--- config.mk ---
export PLATFORM = sky130hd
export DESIGN_NAME = scan_sequencer
export DESIGN_NICKNAME = d
export VERILOG_FILES = /design/src/rtl/scan_pkg.sv /design/src/rtl/scan_gap_timer.sv /design/src/rtl/scan_sequencer.sv
export SDC_FILE = /design/constraint.sdc
export NUM_CORES = 1
export LEC_CHECK = 0
export CORE_ASPECT_RATIO = 1.25
export CORE_UTILIZATION = 52
export CTS_BUF_LIST = sky130_fd_sc_hd__clkbuf_16
export CTS_CLUSTER_DIAMETER = 40
export DETAILED_ROUTE_END_ITERATION = 10
export PLACE_DENSITY_LB_ADDON = 0.2
export SKIP_LAST_GASP = 1
export SLEW_MARGIN = 20
export SYNTH_ARGS = -nofsm -noshare
export SYNTH_HDL_FRONTEND = slang
export SYNTH_SLANG_ARGS = --single-unit
--- constraint.sdc ---
create_clock -name clk -period 5 [get_ports clk]
set_input_delay 0.5 -clock clk [delete_from_list [all_inputs] [get_ports clk]]
set_output_delay 0.5 -clock clk [all_outputs]
set_load 0.005 [all_outputs]
--- src/rtl/scan_pkg.sv ---
// Shared types and helpers for the raster scan sequencer: FSM states,
// width helper and end-of-frame position constants.
package scan_pkg;

  typedef enum logic [2:0] {
    ST_IDLE  = 3'd0,
    ST_CLEAR = 3'd1,
    ST_RUN   = 3'd2,
    ST_GAP   = 3'd3,
    ST_DONE  = 3'd4
  } scan_state_e;

  localparam int SCAN_WIDTH    = 32;
  localparam int SCAN_HEIGHT   = 32;
  localparam int SCAN_LAST_COL = SCAN_WIDTH - 1;
  localparam int SCAN_LAST_ROW = SCAN_HEIGHT - 1;

  // Never returns zero so a one-position axis still gets a 1-bit port
  function automatic int safe_clog2(input int n);
    if (n <= 1) begin
      return 1;
    end else begin
      return $clog2(n);
    end
  endfunction

  function automatic int frame_last(input int n);
    return n - 1;
  endfunction

endpackage

--- src/rtl/scan_gap_timer.sv ---
// Loadable down-counter; tc goes high once the loaded count has run out
// and stays high until the next load.
module scan_gap_timer
  import scan_pkg::*;
#(
  parameter int W = 2
) (
  input  logic         clk,
  input  logic         rst,
  input  logic         load,
  input  logic [W-1:0] load_value,
  output logic         tc
);

  localparam logic [W-1:0] ONE = {{(W-1){1'b0}}, 1'b1};

  logic [W-1:0] count_r;

  // Count down towards zero; tc is registered alongside the count
  always_ff @(posedge clk) begin
    if (!rst) begin
      count_r <= {W{1'b0}};
      tc      <= 1'b0;
    end else if (load) begin
      count_r <= load_value;
      tc      <= (load_value == {W{1'b0}});
    end else if (count_r != {W{1'b0}}) begin
      count_r <= count_r - ONE;
      tc      <= (count_r == ONE);
    end else begin
      count_r <= count_r;
      tc      <= 1'b1;
    end
  end

endmodule

--- src/rtl/scan_sequencer.sv ---
// Frame-level controller for the raster row/column counter: runs a
// requested number of scans with a reset gap between frames.
module scan_sequencer
  import scan_pkg::*;
#(
  parameter  int WIDTH      = SCAN_WIDTH,
  parameter  int HEIGHT     = SCAN_HEIGHT,
  parameter  int FRAME_W    = 8,
  parameter  int GAP_CYCLES = 4,
  localparam int CW         = safe_clog2(WIDTH),
  localparam int RW         = safe_clog2(HEIGHT)
) (
  input  logic               clk,
  input  logic               rst,
  input  logic               start,
  input  logic [FRAME_W-1:0] num_frames,
  input  logic               abort,
  input  logic               stall,
  input  logic [CW-1:0]      column_counter,
  input  logic [RW-1:0]      row_counter,
  output logic               cnt_rst,
  output logic               cnt_enable,
  output logic               busy,
  output logic               frame_start,
  output logic               frame_done,
  output logic               seq_done,
  output logic [FRAME_W-1:0] frame_index
);

  localparam int                 GW        = safe_clog2(GAP_CYCLES + 1);
  localparam logic [CW-1:0]      LAST_COL  = CW'(frame_last(WIDTH));
  localparam logic [RW-1:0]      LAST_ROW  = RW'(frame_last(HEIGHT));
  localparam logic [GW-1:0]      GAP_LOAD  = GW'(GAP_CYCLES - 1);
  localparam logic [FRAME_W-1:0] FRAME_ONE = {{(FRAME_W-1){1'b0}}, 1'b1};

  scan_state_e        state_r;
  logic [FRAME_W-1:0] frames_r;
  logic               last_pos_s;
  logic               more_s;
  logic               gap_load_s;
  logic               gap_tc_s;

  assign cnt_enable = (state_r == ST_RUN) && !stall;

  // End-of-frame detection: the last position only counts on an enabled edge
  always_comb begin
    last_pos_s = 1'b0;
    more_s     = 1'b0;
    gap_load_s = 1'b0;
    if ((state_r == ST_RUN) && !stall &&
        (column_counter == LAST_COL) && (row_counter == LAST_ROW)) begin
      last_pos_s = 1'b1;
    end else begin
      last_pos_s = 1'b0;
    end
    more_s     = (frame_index < (frames_r - FRAME_ONE));
    gap_load_s = last_pos_s && more_s && !abort;
  end

  scan_gap_timer #(.W(GW)) u_gap_timer (
    .clk        (clk),
    .rst        (rst),
    .load       (gap_load_s),
    .load_value (GAP_LOAD),
    .tc         (gap_tc_s)
  );

  // Sequencer FSM with registered control outputs and event pulses
  always_ff @(posedge clk) begin
    if (!rst) begin
      state_r     <= ST_IDLE;
      frames_r    <= {FRAME_W{1'b0}};
      frame_index <= {FRAME_W{1'b0}};
      cnt_rst     <= 1'b1;
      busy        <= 1'b0;
      frame_start <= 1'b0;
      frame_done  <= 1'b0;
      seq_done    <= 1'b0;
    end else begin
      frame_start <= 1'b0;
      frame_done  <= 1'b0;
      seq_done    <= 1'b0;
      if (abort && (state_r != ST_IDLE)) begin
        state_r <= ST_IDLE;
        cnt_rst <= 1'b1;
        busy    <= 1'b0;
      end else begin
        case (state_r)
          ST_IDLE: begin
            if (start && (num_frames != {FRAME_W{1'b0}})) begin
              state_r     <= ST_CLEAR;
              frames_r    <= num_frames;
              frame_index <= {FRAME_W{1'b0}};
              busy        <= 1'b1;
              cnt_rst     <= 1'b1;
            end else if (start) begin
              seq_done <= 1'b1;
            end
          end
          ST_CLEAR: begin
            state_r     <= ST_RUN;
            cnt_rst     <= 1'b0;
            frame_start <= 1'b1;
          end
          ST_RUN: begin
            if (last_pos_s) begin
              frame_done <= 1'b1;
              cnt_rst    <= 1'b1;
              if (more_s) begin
                state_r     <= ST_GAP;
                frame_index <= frame_index + FRAME_ONE;
              end else begin
                state_r  <= ST_DONE;
                seq_done <= 1'b1;
              end
            end
          end
          ST_GAP: begin
            if (gap_tc_s) begin
              state_r     <= ST_RUN;
              cnt_rst     <= 1'b0;
              frame_start <= 1'b1;
            end
          end
          ST_DONE: begin
            state_r <= ST_IDLE;
            busy    <= 1'b0;
          end
          default: begin
            state_r <= ST_IDLE;
            cnt_rst <= 1'b1;
            busy    <= 1'b0;
          end
        endcase
      end
    end
  end

endmodule

---- Word-level counts from Yosys, hierarchy flattened ----
Cells that the tools add are included.
storage, ports and cells
  flip-flop bits (word level) ............. 28
  bits in latches ......................... 0
  memory bits (writable) .................. 0
  bits in read-only memories .............. 0
  input bits .............................. 23
  output and inout bits ................... 14
  word-level logic and storage cells ...... 81
  memories ................................ 0
operators by class
  add/subtract/negate cells ............... 3
  $mul .................................... 0
  div/mod/pow operators ................... 0
  order comparisons ....................... 1
  equal/unequal tests ..................... 11
  shift operators ......................... 0
  multiplexer cells ....................... 26
  bitwise logic cells ..................... 5
  reduce and logical (&&, ||, !) cells .... 24
operators with widths
  operator               count
  $mux W8                3
  $pmux W8 S2            1
  $mux W3                4
  $pmux W3 S4            1
  $mux W1                11
  $eq A5 B5 Y1 const B   2
  $add A8 B1 Y8 const B  1
  $lt A8 B8 Y1           1
  $reduce_bool A8 Y1     1
  $sub A8 B1 Y8 const B  1
  $logic_and A1 B1 Y1    7
  $eq A3 B1 Y1 const B   2
  $eq A3 B2 Y1 const B   2
  $ne A2 B2 Y1 const B   3
  $pmux W1 S2            3
  $reduce_and A3 Y1      2
  $reduce_bool A3 Y1     2
  $reduce_or A3 Y1       2
  $not A1 Y1             5
  $pmux W1 S5            1
  $reduce_and A5 Y1      1
  $mux W2                2
  $reduce_and A4 Y1      1
  $reduce_bool A2 Y1     2
  other kinds (7)        9

---- Depth between registers and ports, before layout ----
  depth in word-level cells ............... 8
  depth in mapped cells ................... 11
  depth with buffers taken out ............ 10

---- By module ----
A second synthesis with hierarchy kept.
unflattened totals
  cells, all modules ...................... 193
  area, all modules ....................... 1639.1 µm²
modules (own cells, without submodules)
  module          instances  cells each  area an instance (µm²)
  scan_sequencer  1          166         1388.8
  scan_gap_timer  1          27          250.2

---- Worst setup path before layout ----
OpenSTA, ideal clock, no wires.
  kind .................................... register to register
  start ................................... register frames_r[3]
  end ..................................... register frame_index[7]
  data arrival time ....................... 2.278 ns
  slack ................................... 2.652 ns
  stages on the path, launching flop included .. 11
  buffers on the path ..................... 0
  clock period less this slack ............ 2.348 ns
  cell sequence ........................... dfxtp_1 -> nor2_1 -> nand2_1 -> nor4_1 -> xnor2_1 -> ha_1 -> a21oi_1 -> o21ai_0 -> a22o_2 -> or4_1 -> a21oi_1
on the way
  cells in the longest elaborated chain, start to end .. 4
RTL lines
  what                         line                   text
  start: declaration           scan_sequencer.sv:37   logic [FRAME_W-1:0] frames_r;
  start signal: assignment     scan_sequencer.sv:72   frames_r <= {FRAME_W{1'b0}};
  start signal: assignment     scan_sequencer.sv:92   frames_r <= num_frames;
  $sub A8 B1 Y8                scan_sequencer.sv:56   more_s = (frame_index < (frames_r - FRAME_ONE));
  $lt A8 B8 Y1                 scan_sequencer.sv:56
  $ne A2 B2 Y1 (no line)       n/a
  $reduce_and A5 Y1 (no line)  n/a
  end signal: assignment       scan_sequencer.sv:73   frame_index <= {FRAME_W{1'b0}};
  end signal: assignment       scan_sequencer.sv:93   frame_index <= {FRAME_W{1'b0}};
  end signal: assignment       scan_sequencer.sv:111  frame_index <= frame_index + FRAME_ONE;
  end: declaration             scan_sequencer.sv:27   output logic [FRAME_W-1:0] frame_index
Every way passes these cells.
A chain may end at the register's enable or synchronous reset.

---- Final worst setup path ----
  start ................................... register frames_r[3]
  end ..................................... register frame_index[5]
Same word-level chain as after synthesis.

==> metrics list <==
- The clock reaches the later pin of the worst-skew pair after 0.27 ns.
- Setup repair after global routing left no endpoint under its margin.
- The worst setup path is captured at a flip-flop.
- After the first detailed-routing iteration, the DRC count stood at 52.
- The design draws 0.000617 W.
- For the pin with the worst max-slew slack, the measured transition is 0.796 ns.
- The Yosys step of the flow raised 0 warnings.
- Hold buffer count at cts: 0
- For this run, the detailed router's first-pass iteration total came to 4.
- First-pass GRT wire length: 6.61 mm
- Counting along the longest clock path gives a buffer depth of 2.
* Pins Over Slew Limit: 0
- Largest fanout on the critical path: 16
- FMAX: 366 MHz
- Diode insertion count for antenna repair: 0
- In the finished design, the share of the clock period the worst path needs comes to 0.547.
- Standard-cell rows: 22
* Horizontal extent of the die: 52.0 um
- In this run the clock root is driven by a sky130_fd_sc_hd__clkbuf_16.
- The run finished with clean final reports.
- Across every metal layer, demand over resource in global routing totals 0.262.
- Synthesis produced a netlist with a net count of 229.
- Initial antenna violation count: 0
- By area the synthesized netlist is led by sky130_fd_sc_hd__dfxtp_1, sky130_fd_sc_hd__ha_1, sky130_fd_sc_hd__a21oi_1.
- The routed design has 4.08 mm of wire.
* Total number of vias: 1572
- At the worst endpoint, the required time is 5.19 ns.
- CTS built an H-tree with a depth of 1.
* Count of endpoints failing setup in the final report: 0
- The die covers 3350 um^2.
- Summed over all cells, the static leakage comes to 0.771 nW.
- From synthesis to final layout, the design area changed by 26.7%.
* Proportion of netlist area held by the largest area contributor: 0.345
* GRT overflow: 0
* TritonCTS buffer count: 3
- In this run the tightest slew margin relative to its limit is 0.464.
- The cell area that synthesis handed to floorplanning was 1620 um^2.
- Entering global routing, the biggest net connects 17 pins.
* Post-detailed-route DRC marker count: 0
- In this run, post-CTS repair resized a total of 0 instances.
* Proportion of layout cells with a drive suffix above 1: 0.0480
- # clock sinks: 28
- DIE HEIGHT: 64.5 um
* WL per Instance: 15.4 um
- P per Cell Area: 300 nW/um^2
- Via count of the first global-routing pass: 1483
- Data on the critical path arrives at its endpoint at 2.92 ns.
- TritonCTS built the clock tree.
* Worst-case clock skew: 0.00505 ns
- Post-CTS setup repair buffer count: 0
* Number of buffers added on ports: 36
- 37 I/O pins were placed.
* Post-route non-filler standard cell count: 265
- Summed negative setup slack over all endpoints: 0 ns
- Yosys top cell by area: sky130_fd_sc_hd__dfxtp_1
* Initial cell density of the core: 0.551
- Remaining antenna violation count: 0
* Minimum period implied by the final worst setup slack: 2.73 ns
- The congestion estimate from routability-driven global placement came to 0.853.
- Standard cell core area: 2950 um^2
- Max cap viols: 0
- Most frequent cells in the layout: sky130_fd_sc_hd__clkdlybuf4s50_1, sky130_fd_sc_hd__dfxtp_1, sky130_fd_sc_hd__a21oi_1
- Number of different library cells in the post-synthesis netlist: 40
* Post-synthesis instance total: 194
- In this run the worst hold path is classified as flip-flop to flip-flop.
- Setup Crit Path Kind: flip-flop to flip-flop
- The number of hold-slack violations in the final timing report is 0.
* Number of placed instances with taps included: 261
- Clock slew at reported path FFs: 0.07 ns
* Final HPWL from detailed placement: 3.05 mm
* Post-Synthesis Mean Instance Area: 8.37 um^2
- Post-synthesis register bit count: 28
- Using the TritonRoute via totals, the vias-per-cell ratio works out to 5.93.
- Across the VDD grid, the largest voltage drop is 261 uV.
* Leading cell type in the layout, fill and taps excluded: sky130_fd_sc_hd__clkdlybuf4s50_1
* Post-synthesis sequential area ratio: 0.345
- Worst Setup Start Kind: flip-flop
* Number of nets in the layout: 265
==> through the flow <==
stage	util	instance area, um^2	hold WS [ns]	setup slack, ns
floorplan	-	1620	0.436	2.65
global placement	0.672	1980	0.463	2.34
detailed placement	0.672	1980	0.469	2.25
CTS	0.699	2060	0.481	2.32
global route	0.699	2060	0.493	2.15
finish	0.699	2060	0.482	2.27
==> state kept, by name, indices dropped and copies added, names as in the netlist <==
name                 count
frame_index              8
u_gap_timer.tc           1
frame_start              1
busy                     1
frames_r                 8
u_gap_timer.count_r      3
frame_done               1
state_r                  3
seq_done                 1
cnt_rst                  1
==> cells in the mapped netlist <==
cell	n
sky130_fd_sc_hd__o41ai_1	1
sky130_fd_sc_hd__nand4b_4	1
sky130_fd_sc_hd__clkbuf_8	2
sky130_fd_sc_hd__dfxtp_1	28
sky130_fd_sc_hd__a22oi_1	3
sky130_fd_sc_hd__o31ai_1	7
sky130_fd_sc_hd__and4_1	1
sky130_fd_sc_hd__nor3b_1	3
sky130_fd_sc_hd__a21boi_0	1
sky130_fd_sc_hd__nand4_1	4
sky130_fd_sc_hd__a2111oi_0	1
sky130_fd_sc_hd__nand2_1	22
sky130_fd_sc_hd__xor2_1	2
sky130_fd_sc_hd__or2_2	1
sky130_fd_sc_hd__or3_1	2
sky130_fd_sc_hd__or4_1	8
sky130_fd_sc_hd__nand3_1	3
sky130_fd_sc_hd__or4_4	1
sky130_fd_sc_hd__a21oi_1	23
sky130_fd_sc_hd__or3_2	1
sky130_fd_sc_hd__a211oi_1	2
sky130_fd_sc_hd__nor2_1	17
sky130_fd_sc_hd__o211ai_1	1
sky130_fd_sc_hd__nor3_1	3
sky130_fd_sc_hd__o21a_1	1
sky130_fd_sc_hd__and2_1	1
sky130_fd_sc_hd__o21ai_0	10
sky130_fd_sc_hd__clkbuf_1	2
sky130_fd_sc_hd__a22o_2	1
sky130_fd_sc_hd__xnor2_1	5
sky130_fd_sc_hd__o21ai_2	1
sky130_fd_sc_hd__and3_1	2
sky130_fd_sc_hd__nor4b_1	1
sky130_fd_sc_hd__inv_1	9
sky130_fd_sc_hd__ha_1	12
sky130_fd_sc_hd__mux2i_1	1
sky130_fd_sc_hd__nor4_1	5
sky130_fd_sc_hd__nand2b_1	2
sky130_fd_sc_hd__or3_4	1
sky130_fd_sc_hd__buf_6	2
==> power breakdown <==
group	switching, W	internal [W]	total, W
clock	0.0000799	0.000107	0.000187
sequential	0.0000214	0.000246	0.000268
combinational	0.0000811	0.0000811	0.000162
total	0.000182	0.000435	0.000617
==> final cells by class <==
type	count	area, um^2
Timing Repair Buffer	37	368
Clock buffer	3	75.1
Fill cell	239	887
Inverter	9	33.8
Sequential cell	28	561
Multi-Input combinational cell	151	972
Tap cell	36	45.0
Clock inverter	1	3.75
==> kinds of logic after synthesis <==
logic type,count (synthesis),synth area share
compound gates,52,0.193
mux,1,0.00616
simple gates,79,0.269
buf+inv,15,0.0562
flops,28,0.345
fa+ha+maj,12,0.0924
xor+xnor,7,0.0378
==> critical path, stage by stage, from the launching register on <==
cell	delay [ns]
sky130_fd_sc_hd__dfxtp_1	0.34
sky130_fd_sc_hd__nor2_1	0.17
sky130_fd_sc_hd__nand2_1	0.08
sky130_fd_sc_hd__nor4_1	0.25
sky130_fd_sc_hd__xnor2_1	0.18
sky130_fd_sc_hd__ha_1	0.28
sky130_fd_sc_hd__a21oi_1	0.13
sky130_fd_sc_hd__o21ai_0	0.16
sky130_fd_sc_hd__a22o_2	0.38
sky130_fd_sc_hd__or4_1	0.52
sky130_fd_sc_hd__a21oi_1	0.16
==> final timing paths <==
path	slack [ns]	to	from	cells past startpoint
worst min register to register	0.48	busy	busy	2
worst max-delay path	2.27	frame_index[5]	frames_r[3]	10
worst max register to register	2.27	frame_index[5]	frames_r[3]	10
worst min-delay path	0.48	busy	busy	2
==> metal layers <==
| metal | vias up | share of wire | track usage |
|---|---|---|---|
| li1 | 784 | - | - |
| met1 | 740 | 0.41 | 0.288 |
| met2 | 40 | 0.55 | 0.481 |
| met3 | 8 | 0.029 | 0.0423 |
| met4 | 0 | 0.014 | 0.105 |
| met5 | - | 0 | 0 |
Power figures use the tool's default switching activity.
